`src/rtl/axis_video_pattern_gen_pkg.sv`:
```
// Shared constants for the AXI4-Stream test-pattern source: pattern codes,
// colour-bar palette, FSM encoding and counter-width helpers.
package axis_video_pattern_gen_pkg;

  typedef enum logic [1:0] {
    PAT_BARS  = 2'd0,
    PAT_GRAD  = 2'd1,
    PAT_SOLID = 2'd2,
    PAT_MBAR  = 2'd3
  } pat_sel_e;

  typedef enum logic {
    IDLE   = 1'b0,
    ACTIVE = 1'b1
  } state_e;

  // Left-to-right SMPTE-style order: white, yellow, cyan, green, magenta, red, blue, black.
  localparam logic [23:0] BAR_RGB [8] = '{
    24'hFFFFFF, 24'hFFFF00, 24'h00FFFF, 24'h00FF00,
    24'hFF00FF, 24'hFF0000, 24'h0000FF, 24'h000000
  };

  function automatic int clog2(input int n);
    int r;
    r = 0;
    while ((1 << r) < n) r++;
    return r;
  endfunction

  // A 1-pixel or 1-line raster still needs a 1-bit counter.
  function automatic int cnt_width(input int n);
    return (clog2(n) < 1) ? 1 : clog2(n);
  endfunction

endpackage

```
`src/rtl/axis_video_pattern_gen_raster_xy_counter.sv`:
```
// Raster position counter. Holds the coordinate of the pixel currently on the
// bus; sof/eol describe the position reached on the next step, eof the current one.
module raster_xy_counter
  import axis_video_pattern_gen_pkg::*;
#(
  parameter int H_ACTIVE = 1920,
  parameter int V_ACTIVE = 1080,
  localparam int XW = cnt_width(H_ACTIVE),
  localparam int YW = cnt_width(V_ACTIVE)
) (
  input  logic          clk_i,
  input  logic          rst_i,
  input  logic          step_i,
  output logic [XW-1:0] x_nxt_o,
  output logic          sof_o,
  output logic          eol_o,
  output logic          eof_o
);

  localparam logic [XW-1:0] X_LAST = XW'(H_ACTIVE - 1);
  localparam logic [YW-1:0] Y_LAST = YW'(V_ACTIVE - 1);

  logic [XW-1:0] x_q, x_d;
  logic [YW-1:0] y_q, y_d;
  logic          x_last, y_last;

  assign x_last = (x_q == X_LAST);
  assign y_last = (y_q == Y_LAST);

  always_comb begin
    x_d = x_last ? '0 : x_q + 1'b1;
    y_d = y_q;
    if (x_last) y_d = y_last ? '0 : y_q + 1'b1;
  end

  always_ff @(posedge clk_i) begin
    if (rst_i) begin
      x_q <= '0;
      y_q <= '0;
    end else if (step_i) begin
      x_q <= x_d;
      y_q <= y_d;
    end
  end

  assign x_nxt_o = x_d;
  assign sof_o   = (x_d == '0) && (y_d == '0);
  assign eol_o   = (x_d == X_LAST);
  assign eof_o   = x_last && y_last;

endmodule

```
`src/rtl/axis_video_pattern_gen.sv`:
```
// AXI4-Stream test-pattern source, one pixel per accepted beat.
// State | meaning: IDLE | no beat offered, waiting for enable_i ; ACTIVE | frame in progress, beat on bus
module axis_video_pattern_gen
  import axis_video_pattern_gen_pkg::*;
#(
  parameter int H_ACTIVE        = 1920,
  parameter int V_ACTIVE        = 1080,
  parameter int DATA_WIDTH      = 24,
  parameter int FRAME_CNT_WIDTH = 16
) (
  input  logic                       clk_i,
  input  logic                       rst_i,
  input  logic                       enable_i,
  input  logic [1:0]                 pattern_sel_i,
  input  logic [DATA_WIDTH-1:0]      color_i,
  output logic [DATA_WIDTH-1:0]      m_axis_tdata,
  output logic                       m_axis_tvalid,
  input  logic                       m_axis_tready,
  output logic                       m_axis_tuser,
  output logic                       m_axis_tlast,
  output logic [FRAME_CNT_WIDTH-1:0] frame_cnt_o,
  output logic                       busy_o
);

  localparam int XW    = cnt_width(H_ACTIVE);
  localparam int BAR_W = H_ACTIVE / 8;

  state_e                       state_q;
  pat_sel_e                     sel_q, sel_in, sel_use;
  logic [DATA_WIDTH-1:0]        color_q, color_use;
  logic [DATA_WIDTH-1:0]        tdata_q;
  logic                         tvalid_q, tuser_q, tlast_q, busy_q;
  logic [FRAME_CNT_WIDTH-1:0]   frame_cnt_q, frame_cnt_d;
  logic                         xfer;
  logic [XW-1:0]                x_nxt;
  logic                         sof, eol, eof;

  function automatic logic [DATA_WIDTH-1:0] pixel_f(
    input pat_sel_e                   sel,
    input logic [DATA_WIDTH-1:0]      color,
    input logic [XW-1:0]              x,
    input logic [FRAME_CNT_WIDTH-1:0] fc
  );
    logic [31:0]           xi;
    logic [2:0]            bar;
    logic [7:0]            g;
    logic [DATA_WIDTH-1:0] pix;
    xi  = 32'(x);
    g   = 8'(x);
    bar = '0;
    // Threshold chain instead of a divider since H_ACTIVE/8 need not be a power of two.
    for (int k = 1; k < 8; k++) begin
      if (xi >= 32'(k * BAR_W)) bar = 3'(k);
    end
    pix = '0;
    case (sel)
      PAT_BARS:  pix = DATA_WIDTH'(BAR_RGB[bar]);
      PAT_GRAD:  pix = DATA_WIDTH'({g, g, g});
      PAT_SOLID: pix = color;
      PAT_MBAR:  pix = (4'(xi >> 6) == 4'(fc)) ? DATA_WIDTH'(24'hFFFFFF) : '0;
      default:   pix = '0;
    endcase
    return pix;
  endfunction

  assign sel_in      = pat_sel_e'(pattern_sel_i);
  assign xfer        = tvalid_q && m_axis_tready;
  assign frame_cnt_d = frame_cnt_q + FRAME_CNT_WIDTH'(xfer && eof);
  // Pattern and colour are re-sampled only when a new frame's first pixel is built.
  assign sel_use     = sof ? sel_in  : sel_q;
  assign color_use   = sof ? color_i : color_q;

  raster_xy_counter #(
    .H_ACTIVE (H_ACTIVE),
    .V_ACTIVE (V_ACTIVE)
  ) u_xy (
    .clk_i   (clk_i),
    .rst_i   (rst_i),
    .step_i  (xfer),
    .x_nxt_o (x_nxt),
    .sof_o   (sof),
    .eol_o   (eol),
    .eof_o   (eof)
  );

  always_ff @(posedge clk_i) begin
    if (rst_i) begin
      state_q     <= IDLE;
      sel_q       <= PAT_BARS;
      color_q     <= '0;
      tdata_q     <= '0;
      tvalid_q    <= 1'b0;
      tuser_q     <= 1'b0;
      tlast_q     <= 1'b0;
      busy_q      <= 1'b0;
      frame_cnt_q <= '0;
    end else begin
      frame_cnt_q <= frame_cnt_d;
      case (state_q)
        IDLE: begin
          if (enable_i) begin
            state_q  <= ACTIVE;
            sel_q    <= sel_in;
            color_q  <= color_i;
            tdata_q  <= pixel_f(sel_in, color_i, '0, frame_cnt_d);
            tvalid_q <= 1'b1;
            tuser_q  <= 1'b1;
            tlast_q  <= 1'b0;
            busy_q   <= 1'b1;
          end
        end
        ACTIVE: begin
          if (xfer) begin
            if (eof && !enable_i) begin
              state_q  <= IDLE;
              tvalid_q <= 1'b0;
              tuser_q  <= 1'b0;
              tlast_q  <= 1'b0;
              busy_q   <= 1'b0;
            end else begin
              sel_q   <= sel_use;
              color_q <= color_use;
              tdata_q <= pixel_f(sel_use, color_use, x_nxt, frame_cnt_d);
              tuser_q <= sof;
              tlast_q <= eol;
            end
          end
        end
        default: state_q <= IDLE;
      endcase
    end
  end

  assign m_axis_tdata  = tdata_q;
  assign m_axis_tvalid = tvalid_q;
  assign m_axis_tuser  = tuser_q;
  assign m_axis_tlast  = tlast_q;
  assign frame_cnt_o   = frame_cnt_q;
  assign busy_o        = busy_q;

endmodule

```
`config.mk`:
```
export PLATFORM = sky130hd
export DESIGN_NAME = axis_video_pattern_gen
export DESIGN_NICKNAME = d
export VERILOG_FILES = /design/src/rtl/axis_video_pattern_gen_pkg.sv /design/src/rtl/axis_video_pattern_gen_raster_xy_counter.sv /design/src/rtl/axis_video_pattern_gen.sv
export SDC_FILE = /design/constraint.sdc
export NUM_CORES = 1
export LEC_CHECK = 0
export BUFFER_PORTS_ARGS = -buffer_cell sky130_fd_sc_hd__clkbuf_2
export CAP_MARGIN = 0
export CORE_ASPECT_RATIO = 1.1
export CORE_MARGIN = 1.5
export CORE_UTILIZATION = 60
export DETAILED_ROUTE_END_ITERATION = 8
export PLACE_DENSITY = 0.9
export SLEW_MARGIN = 20
export SYNTH_ARGS = -nofsm -noshare
export SYNTH_HDL_FRONTEND = slang
export SYNTH_SLANG_ARGS = --single-unit
```
`constraint.sdc`:
```
create_clock -name clk_i -period 8.03 [get_ports clk_i]
set_input_delay 0.4015 -clock clk_i [delete_from_list [all_inputs] [get_ports clk_i]]
set_output_delay 0.4015 -clock clk_i [all_outputs]
set_load 0.02 [all_outputs]
```
==> qor.csv, run 1 <==
stage,metric,value,unit
cts,Post-CTS Hold Buffers,0,
route,DR DRC count,0,
run_status,status,"complete, no violations",
worst_setup_path,Crit Reg-Reg Startpoint,u_xy.x_q[0]$_SDFFE_PP0P_,
route,First-pass DRT Iterations,5,
global_route,largest net degree at the start of global routing,83,
placement,Post-Place Setup Slack,2920,ps
die,Die Wd,94.9,um
cts,Clock Tree Root,clkbuf_8,
cts,Clock transition at path regs,90,ps
sta,fmax,193,MHz
worst_setup_path,CP startpoint kind,flip-flop,
worst_setup_path,crit-path cells,ha_1 > nand2_1 > nor3_2 > and4_1 > mux2_2 > o21ai_1 > nand4_4 > mux2i_1 > a21oi_1 > nor3_1 > a311oi_1,
layout,"Design Area, Final",6020,um2
global_route,GRT met3 Usage,5.63,%
route,Final ANT Viol Nets,0,
worst_setup_path,slowest CP cell,mux2i_1,
yosys,Syn Area/Cell,7.65,um2
yosys,Commonest cells post-synth,"nand2_1 (101), dfxtp_1 (92), a21oi_1 (82)",
yosys,Yosys warnings,0,
worst_setup_path,CP required,8260,ps
worst_setup_path,critical path launch point,u_xy.x_q[0]$_SDFFE_PP0P_,
sta,crit share post-route,64.5,%
layout,Antenna diodes,0,
route,vias,5447,
power,Final Total Pwr,0.000960,W
hold_path,Hold WC Path Type,primary input to flip-flop,
route,Detailed Route Iter0 Violations,462,
yosys,Syn Inst Count,728,
yosys,largest cells by area after synthesis,"dfxtp_1 (33%), a21oi_1 (7.4%), nand2_1 (6.8%)",
cts,CTS tree,built,
sta,Final setup violation count,0,
global_route,vias in the first global route,5339,
layout,"Area growth, synth to finish",8.16,%
global_route,gr busiest metal,met2,
yosys,Mapped Area,5570,um2
cts,Max Buffers Root-to-Sink,2,
power,Leakage,2.30,nW
placement,IO Port Bufs,73,
die,Chip Height,104,um
yosys,dominant cell by count in the synthesized netlist,nand2_1,
sta,fin. max-slew vios,0,
die,Core Area,8920,um2
yosys,"FF+latch count, synth",92,
sta,Worst Clk Skew,9.61,ps
placement,Placement Cell Area,5860,um2
global_route,GR met1 Demand/Resource,38.2,%
worst_setup_path,critical path's top delay family,simple AND/OR/NAND/NOR gates,
yosys,sequential share of the synthesized area,33.1,%
global_route,Total GRT Usage,30.7,%
sta,unrepaired setup endpoints after global routing,false,
sta,Setup TNS,0,ps
die,row cnt,36,
hold_path,hold path startpoint,color_i[6],
cts,"Setup Fix Bufs, Post-CTS",0,
job,MaxCap Viol Count,0,
worst_setup_path,Setup CP Type,flip-flop to flip-flop,
global_route,grt ovf,0,
worst_setup_path,arrival time worst endpoint,5410,ps
die,Initial Utilization,62.4,%
worst_setup_path,Critical path buffers and inverters,0,
layout,share of cells above drive strength 1,14.2,%
worst_setup_path,Crit Path Max Fanout,49,
global_route,antenna violations before repair,0,
sta,post-route minimum period,5180,ps
cts,total CTS buffers,9,
power,PwrDens,159,nW/um2
cts,CTS resizes,0,
power,peak supply drop,0.111,mV
yosys,leading area contributor after synthesis,dfxtp_1,
cts,worst skew pair latency,370,ps
die,die area,9870,um2
sta,final hold vios,0,
cts,clock net sink count,92,
yosys,Post-synth EDFFs,0,
yosys,top_reg_cell synth,dfxtp_1,
placement,gpl congestion,0.913,
sta,Worst Tran Pin Value,922,ps
route,post-DR wirelength/cell,16.6,um
yosys,distinct cell type count after synthesis,70,
worst_setup_path,Worst path max stage delay,1000,ps
placement,Detailed Place HPWL,10300,um
worst_setup_path,Crit. End Element,flip-flop,
layout,Final #Nets,797,
route,Vias/cell,6.20,
yosys,syn_nets,764,
die,IO Pins,74,
sta,Slew HR,36.8,%
sta,PnR worst setup slack,2850,ps
route,WL final,14600,um
cts,H-tree depth,3,
yosys,fraction of registers with async set/reset,0,%
yosys,Synth top area share,33.1,%
global_route,first-pass GRT wire length,24500,um
global_route,grt met2 use,51.0,%
-- per-layer routing --
| metal | wire length (um) | up-vias | part of all wire [%] |
|---|---|---|---|
| met4 | 331 | 0 | 2.3 |
| met5 | 0 | - | 0 |
| met1 | 6040 | 2537 | 41 |
| met3 | 952 | 37 | 6.5 |
| met2 | 7280 | 229 | 50 |
| li1 | - | 2644 | - |
-- placed cells by master (no fill, tap or decap), drive strengths merged, types with 3 or more instances in the layout --
cell type	instances
a211oi	16
a21boi	4
a21o	3
a21oi	83
a22o	4
a311oi	13
a31oi	4
a32o	3
and2	4
and3	6
and3b	6
and4	4
buf	3
clkbuf	82
clkinvlp	3
dfxtp	92
ha	6
inv	8
mux2	3
mux2i	13
nand2	101
nand2b	41
nand3	29
nand3b	10
nand4	10
nor2	72
nor2b	10
nor3	24
nor3b	3
nor4	5
o21a	3
o21ai	23
o31ai	14
xnor2	14
xor2	19
-- layout make-up --
cell class / instances / area, um2
inverter: 7 / 26.3
fill: 766 / 2900
clock buffer: 9 / 124
sequential: 92 / 1840
multi-input combinational: 575 / 3460
timing repair buffer: 76 / 388
clock inverter: 6 / 41.3
tap: 114 / 143
-- cell families (layout without fill, tap and decap cells) --
family | after synthesis | count (layout) | share of synthesized area [%]
mux | 16 | 16 | 3.08
simple gates | 332 | 332 | 30.4
buf+inv | 61 | 98 | 4.92
xor+xnor | 33 | 33 | 5.19
compound gates | 187 | 187 | 21.8
fa+ha+maj | 7 | 7 | 1.53
flops | 92 | 92 | 33.1
-- worst paths after layout --
| kind | endpoint | slack (ps) | cells after the start |
|---|---|---|---|
| setup / recovery | m_axis_tdata[9]$_SDFFE_PP0P_ | 2850 | 11 |
| hold reg to reg | color_q[17]$_SDFFE_PP0P_ | 460 | 2 |
| hold / removal | color_q[6]$_SDFFE_PP0P_ | 250 | 3 |
| setup reg to reg | m_axis_tdata[9]$_SDFFE_PP0P_ | 2850 | 11 |
-- worst register-to-register path: stages (launching register included) --
cell	delay (ps)
dfxtp_1	520
ha_1	400
nand2_1	200
nor3_2	490
and4_1	380
mux2_2	360
o21ai_1	200
nand4_4	660
mux2i_1	1010
a21oi_1	220
nor3_1	430
a311oi_1	170
-- power by group --
part	total (W)	switching [W]	internal, W
logic	0.000173	0.000110	0.0000626
registers	0.000507	0.0000253	0.000481
clock network	0.000281	0.000171	0.000111
total	0.000960	0.000306	0.000655
-- sequential cells by signal (all words and copies together), names as in the netlist --
name / cells
sel_q: 2
m_axis_tuser: 1
state_q: 1
m_axis_tlast: 1
color_q: 24
frame_cnt_o: 16
busy_o: 1
u_xy.y_q: 11
m_axis_tdata: 24
u_xy.x_q: 11
-- through the flow --
step | cells | utilization [%] | hold WS [ps]
floorplan | 728 | - | 432
global placement | 864 | 65.7 | 440
detailed placement | 864 | 65.7 | 452
CTS | 879 | 67.5 | 250
global route | 879 | 67.5 | 264
finish | 879 | 67.5 | 254
No activity file was read; power rests on OpenSTA's default activity.
==> run 2, diff against run 1 <==
--- a/config.mk
+++ b/config.mk
@@ -9,9 +9,9 @@
 export CAP_MARGIN = 0
 export CORE_ASPECT_RATIO = 1.1
 export CORE_MARGIN = 1.5
-export CORE_UTILIZATION = 60
+export CORE_UTILIZATION = 53
 export DETAILED_ROUTE_END_ITERATION = 8
-export PLACE_DENSITY = 0.9
+export PLACE_DENSITY = 0.84
 export SLEW_MARGIN = 20
 export SYNTH_ARGS = -nofsm -noshare
 export SYNTH_HDL_FRONTEND = slang
==> constraint.sdc (replaced) <==
create_clock -name clk_i -period 4.6 [get_ports clk_i]
set_input_delay 0.23 -clock clk_i [delete_from_list [all_inputs] [get_ports clk_i]]
set_output_delay 0.23 -clock clk_i [all_outputs]
set_load 0.02 [all_outputs]
==> run 2 against run 1 <==
  * Cell count rose by 4.1%
  * Cell area rose by 3.6%
  * Register-to-register slack got worse by 2500 ps
  * Via count rose by 2.1%
  * Sequential share of layout area fell by 1.0 points
  * Sequential power rose by 74%
  * Total power rose by 97%
  * Clock skew rose by 0.94 ps
  * Critical endpoint is now m_axis_tdata[17]$_SDFFE_PP0P_
  * Fmax rose by 23%
==> qor.csv, run 2 (synthesis gave the netlist of run 1 again) <==
stage,metric,value,unit
run_status,status,"complete, no violations",
sta,post-route minimum period,4200,ps
route,Vias/cell,6.08,
cts,Clock transition at path regs,70,ps
worst_setup_path,critical path's top delay family,simple AND/OR/NAND/NOR gates,
die,row cnt,39,
die,die area,11100,um2
placement,gpl congestion,0.918,
route,Final ANT Viol Nets,0,
route,First-pass DRT Iterations,5,
global_route,first-pass GRT wire length,24900,um
power,register share of total power,46.8,%
hold_path,Hold WC Path Type,primary input to flip-flop,
route,WL final,15000,um
route,WL met1,6270,um
route,top layer in use,met4,
worst_setup_path,CP required,4850,ps
route,Detailed Route Iter0 Violations,398,
layout,share of cells above drive strength 1,15.0,%
power,internal cell power,0.00134,W
sta,final hold vios,0,
die,IO Pins,74,
worst_setup_path,Setup CP Type,flip-flop to flip-flop,
power,sw frac,29.1,%
sta,Final setup violation count,0,
sta,Worst Tran Pin Value,997,ps
sta,crit share post-route,91.3,%
die,Initial Utilization,54.1,%
sta,fmax,238,MHz
power,peak supply drop,0.234,mV
sta,unrepaired setup endpoints after global routing,false,
layout,Antenna diodes,0,
power,Leakage,2.39,nW
placement,IO Port Bufs,73,
layout,"commonest non-fill, non-tap cell in the layout",nand2_1,
route,post-DR wirelength/cell,16.4,um
global_route,Total GRT Usage,27.6,%
cts,clock net sink count,92,
cts,worst skew pair latency,350,ps
route,vias,5562,
job,MaxCap Viol Count,0,
layout,final std cells w/o fill,915,
placement,Cells after DPL,899,
power,Final Total Pwr,0.00189,W
cts,H-tree depth,3,
power,Sw Pwr,0.000550,W
cts,CTS tree,built,
worst_setup_path,Critical path buffers and inverters,2,
global_route,antenna violations before repair,0,
die,Core Area,10300,um2
die,Chip Height,111,um
worst_setup_path,CP startpoint kind,flip-flop,
power,PwrDens,303,nW/um2
layout,most frequent cells in the layout,"nand2_1 (101), dfxtp_1 (92), a21oi_1 (82), clkbuf_2 (73), nor2_1 (71)",
cts,total CTS buffers,9,
worst_setup_path,FF-to-FF setup slack,400,ps
worst_setup_path,Crit Path Max Fanout,12,
cts,Clock Tree Root,clkbuf_16,
worst_setup_path,Worst path max stage delay,470,ps
worst_setup_path,Crit. End Element,flip-flop,
global_route,grt ovf,0,
worst_setup_path,crit-path cells,ha_1 > nand4_1 > or3_1 > nor2_2 > nand2_1 > inv_1 > ha_1 > nand3_1 > xor2_2 > xor2_1 > nor4_4 > nand3_1 > mux2i_2 > buf_4 > nor2_1 > a21o_1 > a311oi_1,
sta,Setup TNS,0,ps
route,Met3 Routed Length,868,um
global_route,largest net degree at the start of global routing,62,
power,combinational power share,16.3,%
cts,"Setup Fix Bufs, Post-CTS",0,
worst_setup_path,slowest CP cell,or3_1,
route,DR DRC count,0,
layout,"Area growth, synth to finish",12.0,%
sta,fin. max-slew vios,0,
sta,Slew HR,33.4,%
sta,Worst Clk Skew,10.6,ps
die,Die Wd,101,um
power,Clock power frac,36.8,%
sta,Min Hold Slack,107,ps
route,DR WL met2,7390,um
layout,Final #Nets,803,
cts,Max Buffers Root-to-Sink,2,
worst_setup_path,arrival time worst endpoint,4450,ps
global_route,vias in the first global route,5270,
placement,Detailed Place HPWL,10400,um
-- run 2: power groups by stage --
stage | sequential [W] | combinational (W) | clock [W]
2_1_floorplan | 0.000910 | 0.000196 | 0
3_3_place_gp | 0.000898 | 0.000293 | 0
3_5_place_dp | 0.000900 | 0.000301 | 0
4_1_cts | 0.000883 | 0.000303 | 0.000707
5_1_grt | 0.000889 | 0.000336 | 0.000746
6_report | 0.000884 | 0.000309 | 0.000695
-- run 2: metal layers --
layer / up-vias / global-route usage, %
met4: 0 / 13.7
met1: 2639 / 34.2
met3: 37 / 5.57
met2: 225 / 44.9
li1: 2661 / -
met5: - / 0
-- run 2: worst reg2reg max path: stages (launching register included) --
cell	delay (ps)
dfxtp_1	450
ha_1	310
nand4_1	240
or3_1	470
nor2_2	190
nand2_1	100
inv_1	70
ha_1	190
nand3_1	140
xor2_2	250
xor2_1	150
nor4_4	380
nand3_1	130
mux2i_2	290
buf_4	250
nor2_1	70
a21o_1	170
a311oi_1	270
-- run 2: area by class of cell --
| class | count | area (um2) |
|---|---|---|
| inverters | 7 | 26.3 |
| flip-flops and latches | 92 | 1840 |
| fillers | 917 | 4060 |
| repair buffers | 82 | 433 |
| multi-input cells | 575 | 3480 |
| clock inverters | 4 | 32.5 |
| clock buffers | 12 | 246 |
| well taps | 143 | 179 |
-- run 2: path summary, 6_finish.rpt --
check | startpoint | endpoint | cells past startpoint
worst max-delay path | u_xy.y_q[1]$_SDFFE_PP0P_ | m_axis_tdata[17]$_SDFFE_PP0P_ | 17
worst min-delay path | color_i[9] | color_q[9]$_SDFFE_PP0P_ | 3
worst max register to register | u_xy.y_q[1]$_SDFFE_PP0P_ | m_axis_tdata[17]$_SDFFE_PP0P_ | 17
worst min register to register | color_q[9]$_SDFFE_PP0P_ | color_q[9]$_SDFFE_PP0P_ | 2
-- run 2: timing repair --
item / in CTS / in global routing
resized for setup: 0 / 3
setup endpoints to repair: 0 / 10
hold buffers: 0 / 0
-- run 2: stage by stage --
step                utilization, %  instance area, um2  setup WS, ps
global route                  60.6                6240          36.4
detailed placement            57.7                5940           279
CTS                           60.4                6220           231
floorplan                        -                5570           946
global placement              57.7                5940           539
finish                        60.6                6240           398
==> run 3, diff against run 2 <==
--- a/config.mk
+++ b/config.mk
@@ -7,7 +7,6 @@
 export LEC_CHECK = 0
 export BUFFER_PORTS_ARGS = -buffer_cell sky130_fd_sc_hd__clkbuf_2
 export CAP_MARGIN = 0
-export CORE_ASPECT_RATIO = 1.1
 export CORE_MARGIN = 1.5
 export CORE_UTILIZATION = 53
 export DETAILED_ROUTE_END_ITERATION = 8
==> run 3 against run 2 <==
  * Combinational power hardly changed
  * Die area hardly changed
  * Worst hold slack worse by 21 ps
  * Fmax is 1.7% lower
  * Clock skew is 2.8 ps higher
  * Critical path type unchanged
==> qor.csv, run 3 (synthesis gave the netlist of run 1 again) <==
stage,metric,value,unit
die,die area,11100,um2
job,MaxCap Viol Count,0,
sta,unrepaired setup endpoints after global routing,false,
cts,Clock transition at path regs,100,ps
sta,Worst Clk Skew,13.3,ps
global_route,Total GRT Usage,26.5,%
cts,clock net sink count,92,
global_route,GR met1 Demand/Resource,33.5,%
cts,CTS tree,built,
route,Final ANT Viol Nets,0,
worst_setup_path,CP required,4880,ps
cts,H-tree depth,3,
worst_setup_path,slowest CP cell,dfxtp_1,
route,Detailed Route Iter0 Violations,480,
route,vias,5548,
sta,final hold vios,0,
sta,fin. max-slew vios,0,
cts,total CTS buffers,9,
layout,Final #Nets,806,
global_route,first-pass GRT wire length,24400,um
global_route,grt met2 use,44.6,%
global_route,gr busiest metal,met2,
cts,Clock Tree Root,clkbuf_8,
layout,most frequent cells in the layout,"nand2_1 (101), dfxtp_1 (92), a21oi_1 (82), clkbuf_2 (73), nor2_1 (72)",
worst_setup_path,Crit Reg-Reg Startpoint,u_xy.y_q[1]$_SDFFE_PP0P_,
placement,Detailed Place HPWL,10600,um
die,row cnt,37,
worst_setup_path,crit-path cells,ha_1 > nand4_1 > or3_1 > nor2_1 > nand2_1 > inv_1 > ha_1 > nand3_1 > xor2_2 > xor2_1 > nor4_4 > nand3_1 > mux2i_4 > o21bai_1 > o31ai_1 > a311oi_1,
global_route,vias in the first global route,5168,
layout,"Area growth, synth to finish",10.8,%
placement,Cells after DPL,893,
placement,IO Port Bufs,73,
sta,Worst Tran Pin Value,1010,ps
worst_setup_path,Setup CP Type,flip-flop to flip-flop,
hold_path,Hold WC Path Type,primary input to flip-flop,
layout,"commonest non-fill, non-tap cell in the layout",nand2_1,
route,WL final,14700,um
route,First-pass DRT Iterations,6,
worst_setup_path,critical path launch point,u_xy.y_q[1]$_SDFFE_PP0P_,
layout,Antenna diodes,0,
die,Chip Height,106,um
worst_setup_path,Crit. End Element,flip-flop,
hold_path,hold path startpoint,color_i[2],
global_route,grt ovf,0,
power,Leakage,2.36,nW
worst_setup_path,arrival time worst endpoint,4550,ps
cts,Post-CTS Hold Buffers,0,
die,IO Pins,74,
worst_setup_path,FF-to-FF setup slack,330,ps
sta,crit share post-route,92.9,%
sta,fmax,234,MHz
run_status,status,"complete, no violations",
power,PwrDens,279,nW/um2
sta,Slew HR,32.5,%
global_route,antenna violations before repair,0,
worst_setup_path,CP startpoint kind,flip-flop,
placement,gpl congestion,1.01,
sta,Final setup violation count,0,
global_route,GRT met3 Usage,5.19,%
cts,worst skew pair latency,370,ps
route,Vias/cell,6.09,
sta,post-route minimum period,4270,ps
die,Initial Utilization,54.2,%
worst_setup_path,Crit Path Max Fanout,8,
cts,Max Buffers Root-to-Sink,2,
sta,Setup TNS,0,ps
layout,final std cells w/o fill,911,
power,peak supply drop,0.170,mV
die,Core Area,10300,um2
layout,share of cells above drive strength 1,15.4,%
global_route,largest net degree at the start of global routing,48,
route,DR DRC count,0,
worst_setup_path,Worst path max stage delay,490,ps
route,post-DR wirelength/cell,16.1,um
die,Die Wd,106,um
## run 3: cell count changes in the layout (fill, tap and decap cells not counted)
| cell | change |
|---|---|
| clkbuf_16 | -9 |
| buf_4 | +2 |
| clkbuf_8 | +10 |
| nor2_2 | -1 |
| clkbuf_1 | -1 |
| mux2i_4 | +1 |
| nor2_1 | +1 |
## run 3: report_power, final
| part | total (W) | switching [W] | internal, W |
|---|---|---|---|
| clock network | 0.000532 | 0.000303 | 0.000230 |
| registers | 0.000883 | 0.0000430 | 0.000840 |
| logic | 0.000308 | 0.000194 | 0.000113 |
## run 3: critical path: cells and delay by family (launching register included)
family,cells,cell delay [ps]
flops,1,490
fa+ha+maj,2,520
mux,1,300
buf+inv,1,70
compound gates,3,620
xor+xnor,2,390
simple gates,7,1760
## run 3: area by class of cell
class                           count  area (um2)
Timing Repair Buffer               84         448
Multi-Input combinational cell    576        3500
Clock buffer                       12         155
Clock inverter                      4        32.5
Tap cell                          136         170
Sequential cell                    92        1840
Inverter                            7        26.3
Fill cell                         909        4110
## run 3: what timing repair did
item,CTS,global route
setup buffers,0,1
resized for setup,0,3
endpoints found under the setup margin,0,17
endpoints found under the hold margin,0,0
## run 3: final timing paths
path                                  end  cells past startpoint
min               color_q[2]$_SDFFE_PP0P_                      3
max reg2reg  m_axis_tdata[5]$_SDFFE_PP0P_                     16
min reg2reg       color_q[8]$_SDFFE_PP0P_                      2
max          m_axis_tdata[5]$_SDFFE_PP0P_                     16
## run 3: metal layers
layer  vias to the layer above  part of all wire, %
li1                       2665                    -
met1                      2561                   42
met2                       285                   48
met3                        37                  7.5
met4                         0                  2.4
met5                         -                    0
## run 3: per-stage QoR
step                      hold WS, ps  util, %  setup WS (ps)  total power (W)  area (um2)
final                            86.1     60.1            327          0.00172        6170
after global routing             83.7     60.1           1.18          0.00179        6170
after CTS                        81.8     59.6            166          0.00172        6130
after detailed placement          450     57.8            177          0.00120        5940
after global placement            439     57.8            486          0.00119        5940
after floorplan                   347        -            946          0.00111        5570
